<file path="config.mk">
export PLATFORM = sky130hd
export DESIGN_NAME = clk_div_bank
export DESIGN_NICKNAME = d
export VERILOG_FILES = /design/src/rtl/clk_div_pkg.sv /design/src/rtl/clk_div_ch.sv /design/src/rtl/clk_div_bank.sv
export SDC_FILE = /design/constraint.sdc
export NUM_CORES = 1
export LEC_CHECK = 0
export CORE_ASPECT_RATIO = 0.7
export CORE_MARGIN = 3
export CORE_UTILIZATION = 25
export DETAILED_ROUTE_END_ITERATION = 12
export DONT_BUFFER_PORTS = 1
export GPL_TIMING_DRIVEN = 1
export PLACE_DENSITY = 0.46
export SLEW_MARGIN = 20
export SYNTH_ARGS = -nofsm -noshare
export SYNTH_HDL_FRONTEND = slang
export SYNTH_SLANG_ARGS = --single-unit
</file>
<file path="constraint.sdc">
create_clock -name clk -period 5 [get_ports clk]
set_input_delay 1 -clock clk [delete_from_list [all_inputs] [get_ports clk]]
set_output_delay 1 -clock clk [all_outputs]
set_load 0.05 [all_outputs]
</file>
<file path="src/rtl/clk_div_pkg.sv">
// Shared constants and helpers for the divided-clock bank.
// Reset half-periods scale by decades across channels.
package clk_div_pkg;

    localparam int CNT_W  = 32;
    localparam int MAX_CH = 8;

    typedef struct packed {
        logic        pending;
        logic        clk_out;
        logic        tick;
    } ch_status_t;

    function automatic logic [63:0] pow10(input int n);
        logic [63:0] r;
        r = 64'd1;
        for (int k = 0; k < n; k++) begin
            r = r * 64'd10;
        end
        return r;
    endfunction

endpackage

</file>
<file path="src/rtl/clk_div_ch.sv">
// One divider channel: half-period counter, active/pending divisor,
// registered square-wave output and rise tick.
module clk_div_ch
    import clk_div_pkg::*;
#(
    parameter int               CW       = 32,
    parameter logic [CW-1:0]    RST_HALF = '0
) (
    input  logic          clk,
    input  logic          rst_n,
    input  logic          en,
    input  logic          resync,
    input  logic          wr,
    input  logic [CW-1:0] wr_half,
    output ch_status_t    status
);

    logic [CW-1:0] cnt;
    logic [CW-1:0] h;
    logic [CW-1:0] pend_half;
    logic [CW-1:0] heff;
    logic          pend_q;
    logic          en_q;
    logic          out_q;
    logic          tick_q;
    logic          tc;

    assign heff = (h == '0) ? CW'(1) : h;
    assign tc   = (cnt == heff - CW'(1));

    assign status.pending = pend_q;
    assign status.clk_out = out_q;
    assign status.tick    = tick_q;

    always_ff @(posedge clk or negedge rst_n) begin
        if (!rst_n) begin
            cnt       <= '0;
            h         <= RST_HALF;
            pend_half <= '0;
            pend_q    <= 1'b0;
            en_q      <= 1'b0;
            out_q     <= 1'b0;
            tick_q    <= 1'b0;
        end else begin
            tick_q <= 1'b0;
            if (!en) begin
                // Idle channel: divisor writes take effect at once.
                cnt    <= '0;
                out_q  <= 1'b0;
                en_q   <= 1'b0;
                pend_q <= 1'b0;
                if (wr) begin
                    h <= wr_half;
                end else if (pend_q) begin
                    h <= pend_half;
                end
            end else begin
                en_q <= 1'b1;
                if (!en_q || resync) begin
                    cnt   <= '0;
                    out_q <= 1'b0;
                    if (pend_q) begin
                        h      <= pend_half;
                        pend_q <= 1'b0;
                    end
                end else if (tc) begin
                    cnt    <= '0;
                    out_q  <= !out_q;
                    tick_q <= !out_q;
                    if (pend_q) begin
                        h      <= pend_half;
                        pend_q <= 1'b0;
                    end
                end else begin
                    cnt <= cnt + CW'(1);
                end
                // A write coinciding with TC waits for the following TC.
                if (wr) begin
                    pend_half <= wr_half;
                    pend_q    <= 1'b1;
                end
            end
        end
    end

endmodule

</file>
<file path="src/rtl/clk_div_bank.sv">
// Bank of independent 50%-duty clock dividers with glitch-free
// divisor updates, per-channel enable and global phase resync.
module clk_div_bank #(
    parameter int NUM_CH    = 4,
    parameter int CNT_W     = clk_div_pkg::CNT_W,
    parameter int BASE_HALF = 25_000,
    localparam int CH_W     = (NUM_CH > 1) ? $clog2(NUM_CH) : 1
) (
    input  logic              clk,
    input  logic              rst_n,
    input  logic              cfg_valid,
    output logic              cfg_ready,
    input  logic [CH_W-1:0]   cfg_ch,
    input  logic [CNT_W-1:0]  cfg_half,
    input  logic              resync,
    input  logic [NUM_CH-1:0] ch_en,
    output logic [NUM_CH-1:0] clk_out,
    output logic [NUM_CH-1:0] tick
);

    import clk_div_pkg::*;

    logic [NUM_CH-1:0] pending;
    logic [NUM_CH-1:0] wr;

    // Out-of-range channel indices read as ready and write nowhere.
    always_comb begin
        cfg_ready = 1'b1;
        for (int i = 0; i < NUM_CH; i++) begin
            if (cfg_ch == CH_W'(i)) begin
                cfg_ready = !pending[i];
            end
        end
    end

    always_comb begin
        wr = '0;
        for (int i = 0; i < NUM_CH; i++) begin
            wr[i] = cfg_valid && cfg_ready && (cfg_ch == CH_W'(i));
        end
    end

    for (genvar i = 0; i < NUM_CH; i++) begin : g_ch
        localparam logic [63:0] RST64 = 64'(BASE_HALF) * pow10(i);

        ch_status_t st;

        clk_div_ch #(
            .CW       (CNT_W),
            .RST_HALF (RST64[CNT_W-1:0])
        ) u_ch (
            .clk     (clk),
            .rst_n   (rst_n),
            .en      (ch_en[i]),
            .resync  (resync),
            .wr      (wr[i]),
            .wr_half (cfg_half),
            .status  (st)
        );

        assign pending[i] = st.pending;
        assign clk_out[i] = st.clk_out;
        assign tick[i]    = st.tick;
    end

endmodule

</file>
# Yosys cells after proc, flatten, opt, wreduce, memory -nomap -nowiden
# Cells that the tools add are included.
op_classes:
  addsub: 8
  multipliers: 0
  n_div: 0
  magnitude_cmp: 0
  n_eq_ne: 15
  shift: 0
  mux: 84
  bitwise: 0
  n_reduce_logical: 30
ops:
  columns: ["cell", "n"]
  rows:
  - ["32-bit 2-to-1 mux", 36]
  - ["32-bit by 1-bit adder with 32-bit output (second input constant)", 4]
  - ["32-bit equality test", 4]
  - ["32-bit zero test", 4]
  - ["32-bit by 1-bit subtractor with 32-bit output (second input constant)", 4]
  - ["1-bit 2-to-1 mux", 48]
  - ["4-bit by 1-bit inequality test with 1-bit output (second input constant)", 4]
  - ["1-bit zero test", 12]
  - ["3-bit by 1-bit inequality test with 1-bit output (second input constant)", 4]
  - ["2-bit AND reduction", 4]
  - ["1-bit logical AND", 5]
  - ["2-bit equality test (second input constant)", 2]
  - ["1-bit logical OR", 4]
  - ["2-bit by 1-bit equality test with 1-bit output (second input constant)", 1]
  - ["2-bit zero test", 1]
word_totals:
  ff_bits: 400
  latchBits: 0
  ramBits: 0
  mem_bits_ro: 0
  input_bits: 42
  output_inout_bits: 9
  wordCells: 165
  n_memories: 0

# Longest topological paths before layout
logic_depth:
  depth_word: 9
  depth_mapped: 18
  mapped_depth_nobuf: 13

# Cells and area by module
# From an unflattened synthesis, not the netlist that was laid out.
unflattened:
  hier_cells: 3045
  hier_area_um2: 27040.9
modules_own_cells:
  columns: ["module", "n_inst", "cells_each", "area_per_inst_um2", "seq_area_each_um2"]
  rows:
  - ["clk_div_ch at g_ch[1].u_ch", 1, 814, 7020.5, 2511.2]
  - ["clk_div_ch at g_ch[0].u_ch", 1, 814, 7019.2, 2509.9]
  - ["clk_div_ch at g_ch[2].u_ch", 1, 758, 6936.7, 2512.4]
  - ["clk_div_ch at g_ch[3].u_ch", 1, 652, 6003.3, 2517.4]
  - ["clk_div_bank", 1, 7, 61.3, 0.0]

# Worst setup path before layout
# OpenSTA, ideal clock, no wires.
synth_path:
  kind: "register to register"
  from: "register g_ch[2].u_ch.h[8]"
  to: "register g_ch[2].u_ch.cnt[1]"
  setup_ns: 0.120
  t_arrival_ns: 4.324
  required_time_ns: 4.880
  setup_slack_ns: 0.556
  path_stages_with_launch: 16
  path_buffers: 2
  period_less_slack_ns: 4.444
  cell_sequence: "dfstp_2 clkbuf_1 nor3_1 nand4_1 clkbuf_1 nor3_1 nor2_1 ha_1 or3b_1 or4_1 a2111o_1 nand2_1 o2111ai_1 or4_1 or4_1 and3_1"
synth_via:
  elab_chain_len: 7
synth_lines:
  columns: ["item", "line", "source"]
  rows:
  - ["start: declaration", "clk_div_ch.sv:19", "logic [CW-1:0] h;"]
  - ["start signal: assignment", "clk_div_ch.sv:53", "h <= wr_half;"]
  - ["start signal: assignment", "clk_div_ch.sv:55", "h <= pend_half;"]
  - ["start signal: assignment", "clk_div_ch.sv:63", "h <= pend_half;"]
  - ["32-bit zero test", "clk_div_ch.sv:28", "assign heff = (h == '0) ? CW'(1) : h;"]
  - ["32-bit 2-to-1 mux *", "clk_div_ch.sv:28", null]
  - ["32-bit by 1-bit subtractor with 32-bit output *", "clk_div_ch.sv:29", "assign tc = (cnt == heff - CW'(1));"]
  - ["32-bit equality test *", "clk_div_ch.sv:29", null]
  - ["32-bit 2-to-1 mux *", "clk_div_ch.sv:66", "end else if (tc) begin"]
  - ["32-bit 2-to-1 mux *", "clk_div_ch.sv:59", "if (!en_q || resync) begin"]
  - ["32-bit 2-to-1 mux *", "clk_div_ch.sv:46", "if (!en) begin"]
  - ["end signal: assignment", "clk_div_ch.sv:75", "cnt <= cnt + CW'(1);"]
  - ["end: declaration", "clk_div_ch.sv:18", "logic [CW-1:0] cnt;"]
# Every way passes the cells marked *; elsewhere a longest branch is shown, timed or not.
# A chain may end at the register's enable or synchronous reset.

# Worst setup path in the final report
layout_path:
  from: "register g_ch[0].u_ch.h[22]"
  to: "register g_ch[0].u_ch.h[9]"
layout_via:
  elab_chain_len: 5
layout_lines:
  columns: ["item", "line"]
  rows:
  - ["start: declaration", "clk_div_ch.sv:19"]
  - ["start signal: assignment", "clk_div_ch.sv:53"]
  - ["start signal: assignment", "clk_div_ch.sv:55"]
  - ["start signal: assignment", "clk_div_ch.sv:63"]
  - ["32-bit zero test", "clk_div_ch.sv:28"]
  - ["32-bit 2-to-1 mux *", "clk_div_ch.sv:28"]
  - ["32-bit by 1-bit subtractor with 32-bit output *", "clk_div_ch.sv:29"]
  - ["32-bit equality test *", "clk_div_ch.sv:29"]
  - ["3-bit by 1-bit inequality test with 1-bit output (no line) *", null]
# Marks and branches as above.

==> results.md <==
Yosys:
- For this run, the register share of the synthesized area comes to between 40% and 50%.
- Of all flip-flops after synthesis, the portion carrying an async set or reset was 100%.
- When the netlist entered floorplanning its net count stood at 2,653.
- The most used flip-flop cell after synthesis is dfrtp_1.
- The synthesized netlist contains between 70 and 80 unique library cells.
- The top cell type's share of synthesized area is between 30% and 40%.
- The total number of yosys warnings is 0.
- The summed instance area of the synthesized netlist is between 20,000 and 25,000 sq um.
- Synthesis produced a netlist whose cell count is 2,603.
- By instance count, the leading cell after synthesis is nor2_1.
- The number of enable flip-flop cells after synthesis is 0.
- Counting instances in the post-synthesis netlist gives the leading cell types as 381 x nor2_1, 367 x dfrtp_1, 138 x clkbuf_1.
- After synthesis the netlist holds a flip-flop and latch count of 400.
- The cell taking the most area after synthesis is dfrtp_1.
- Yosys attributes the largest share of cell area to dfrtp_1 38%, mux2_2 6.2%, nor2_1 6.0%, xor2_1 4.6%, xnor2_1 4.3%.
- The mean cell area of the mapped netlist is slightly above 9 sq um.

Global routing:
- The first-pass GRT wire length is 120,000 microns.
- For this run the aggregate overflow at the end of global routing stands at 0.
- The met2 layer usage reported by global route is 20.5%.
- The pin count of the biggest net entering global routing is between 400 and 500.
- The number of antenna violations at the first check in global routing is 2.
- For this run, global-route usage on met1 was measured as 24.4%.
- The global routing usage on met3 is 3.39%.
- Across every metal layer, demand over resource in global routing totals between 10% and 20%.
- The most used routing layer in global routing is met1.
- The number of global-route vias before repair is approximately 19,000.

Setup path:
- The critical path capture point type is a flop.
- The startpoint identified for the worst register-to-register timing path is g_ch[0].u_ch.h[22]$_DFFE_PN0P_.
- The worst endpoint required time is about 5.5 ns.
- The critical path launch point type is a flop.
- The worst flop-to-flop path endpoint is g_ch[0].u_ch.h[9]$_DFFE_PN0P_.
- Counting cells, the worst reg-to-reg path comes to 14.
- The path type of the worst setup path is reg -> reg.
- The worst setup slack for register-to-register paths is approximately 0.29 ns.
- For the worst setup path, the data arrival time is 5.21 ns.
- The largest fanout of any net on the critical path is 32.

Cells and area:
- The area growth from synthesis to layout is 13.1%.
- The fraction of final layout cells with drive strength greater than 1 is 14.8%.
- The final cell count without fillers is 3,838.
- At the end of the flow, the number of nets in the layout was 2,604.

Timing:
- The final hold slack is roughly 0.13 ns.
- The max-slew violation count is 0.
- The final count of hold timing violations is 0.
- The accumulated negative setup slack is 0 ns.
- Setup repair after global routing left no endpoint under its margin.
- For this run, the top clock speed supported by timing is between 0.2 and 0.25 GHz.
- The final setup violation count is 0.
- The clock skew after layout is between 0.015 and 0.02 ns.
- In the finished design, the share of the clock period the worst path needs comes to 94.1%.
- Headroom to the max-slew limit came out at under 10%.
- At the pin with the least slew margin, the transition time is between 1 and 1.5 ns.
- The final critical delay including setup and external delays is 4.71 ns.

Route:
- The detailed-route wire length is 78,000 microns.
- The detail-routed via count per cell is between 5 and 6.
- The first detailed-routing pass ran for 6 iterations.
- The total DRC errors in the routed layout is 0.
- The violation count after the first detailed-route iteration is about 1,800.
- The final route contains roughly 20,000 vias.
- After detailed routing, the average wire length per cell comes to about 20 microns.
- The count of nets left with antenna violations once routing finished came out at 0.

Placement:
- The cell count after placement is roughly 3,800.
- Input and output buffers added on the ports amount to 0.
- The wire-length estimate of the detail-placed layout is 54,400 microns.
- The final estimated routing congestion in global placement is just over 0.9.

Clocking:
- The count of hold buffers inserted by post-cts repair is 0.
- TritonCTS built the clock tree.
- The number of clock sinks is 400.
- In this run, post-CTS repair resized a total of 0 instances.
- The number of setup buffers added after CTS is 0.
- The number of buffers between clock root and the deepest sink is 3.
- The clock latency on the worst-skew pair is 0.59 ns.
- The number of buffers inserted during clock tree synthesis is between 40 and 50.
- The clock-pin slew of the registers on the worst-case setup and hold paths is 0.07 ns.
- The depth of the CTS H-tree is 2.
- The tree is rooted in a clkbuf_16.

Power and ir drop:
- After layout, the design draws a total of roughly 10,000 uW.
- The maximum ir drop on the vdd rail is 215 uV.
- The leakage power total is 0.0104 uW.
- The fraction of power spent switching nets is 31.6%.
- The reported net switching power is between 3000 and 4000 uW.
- Internal power comes to 6900 uW.
- The power share of the clock group is 35.0%.
- In this run the power density over the cells is ~370 nW/um^2.
- Combinational logic burns a little over a fifth of the power.
- The sequential fraction of design power is around 44%.

Floorplan:
- The floorplan step set the die height to approximately 270 microns.
- The area of the die is about 100,000 sq um.
- The region available for standard cell placement spans between 90,000 and 100,000 sq um.
- In this run the count of I/O pins placed on the die edge is 51.
- The width of the die is about 380 microns.
- The count of standard-cell rows is between 90 and 100.
- Once the floorplan was initialized, standard cells occupied around a quarter of the core.

Outcome:
- The run finished with clean final reports.

Run:
- The number of maximum-capacitance constraint violations is 0.

Hold path:
- The worst hold path class is in -> async.
layer usage:
layer,part of all wire [%],vias to the layer above
met5,0,-
met2,39,485
met4,2.1,0
li1,-,9487
met3,6.7,86
met1,53,9790
kinds of logic (layout without fill, tap and decap cells):
kind of cell	count (synthesis)	after routing	synth area share [%]
DFF	400	400	41.8
xor gates and xnor gates	243	243	8.86
muxes	188	188	8.57
AOI/OAI and AO/OA	476	476	14.0
other	0	3	0
adders and majority gates	8	8	0.417
and+or+nand+nor	1072	1072	22.6
buffers and inverters	216	200	3.68
power by group through the flow:
stage | registers, uW | clock network [uW] | logic (uW)
final | 4420 | 3530 | 2140
after global routing | 4500 | 3780 | 2370
after CTS | 4400 | 3650 | 2120
after detailed placement | 4450 | 0 | 2120
after global placement | 4450 | 0 | 2110
after floorplan | 4160 | 0 | 1680
area by class of cell:
| class | count | area [sq um] |
|---|---|---|
| fillers | 10000 | 67400 |
| multi-input cells | 1987 | 13100 |
| flip-flops and latches | 400 | 10100 |
| well taps | 1248 | 1560 |
| clock buffers | 68 | 1350 |
| repair buffers | 88 | 761 |
| clock inverters | 11 | 186 |
| inverters | 33 | 124 |
| diodes | 3 | 7.51 |
stage by stage:
stage	setup slack [ns]	cell area (sq um)	util (%)
3_3_place_gp	0.440	25600	27.1
5_1_grt	0.0764	27200	28.7
2_1_floorplan	0.556	24000	-
6_report	0.294	27200	28.7
3_5_place_dp	0.499	25600	27.1
4_1_cts	0.452	27200	28.7
worst max-delay path by stage:
stage | startpoint | to | slack (ns)
after global routing | g_ch[0].u_ch.h[22]$_DFFE_PN0P_ | g_ch[0].u_ch.h[13]$_DFFE_PN1P_ | 0.08
after detailed placement | g_ch[0].u_ch.h[22]$_DFFE_PN0P_ | g_ch[0].u_ch.h[27]$_DFFE_PN0P_ | 0.50
after global placement | g_ch[0].u_ch.h[22]$_DFFE_PN0P_ | g_ch[0].u_ch.h[29]$_DFFE_PN0P_ | 0.44
final | g_ch[0].u_ch.h[22]$_DFFE_PN0P_ | g_ch[0].u_ch.h[9]$_DFFE_PN0P_ | 0.29
after CTS | g_ch[0].u_ch.h[22]$_DFFE_PN0P_ | g_ch[0].u_ch.h[30]$_DFFE_PN0P_ | 0.45
after floorplan | g_ch[2].u_ch.h[8]$_DFFE_PN1P_ | g_ch[2].u_ch.cnt[1]$_DFF_PN0_ | 0.56
cells in the final DEF, fill, tap and decap left out, types with 9 or more instances in the layout:
master / n
a211oi_1: 16
a21oi_1: 35
a22oi_1: 97
a31oi_1: 14
and2_1: 11
and3_1: 42
and4_1: 16
buf_4: 80
clkbuf_1: 9
clkbuf_16: 45
clkbuf_8: 14
dfrtp_1: 367
dfstp_2: 33
inv_1: 29
mux2_2: 132
mux2i_1: 55
nand2_1: 131
nand2b_1: 32
nand3_1: 116
nand3b_1: 14
nand4_1: 57
nor2_1: 380
nor2b_1: 13
nor3_1: 61
nor3b_1: 12
nor4_1: 56
nor4b_1: 12
o2111ai_1: 11
o211ai_1: 22
o21ai_0: 31
o221ai_1: 35
o22ai_1: 132
o31ai_1: 10
or2_2: 40
or3_1: 22
or4_1: 25
xnor2_1: 117
xor2_1: 126
sequential cells by signal, indices dropped and copies added, names as in the netlist:
| name | count |
|---|---|
| g_ch.u_ch.pend_q | 4 |
| g_ch.u_ch.pend_half | 128 |
| g_ch.u_ch.en_q | 4 |
| g_ch.u_ch.h | 128 |
| g_ch.u_ch.cnt | 128 |
| g_ch.u_ch.out_q | 4 |
| g_ch.u_ch.tick_q | 4 |
worst max-delay path, cell delays in order (launching register included):
cell and delay (ns):
dfrtp_1 0.48, nor4_1 0.77, nand4_1 0.29, nor2_1 0.22
a21oi_1 0.09, ha_1 0.31, xor2_1 0.16, o211ai_1 0.11
nor4b_1 0.51, o211ai_1 0.20, a2111oi_0 0.37, nand4_1 0.28
a2111o_1 0.35, buf_4 0.25, a22oi_1 0.22
Power figures use the tool's default switching activity.
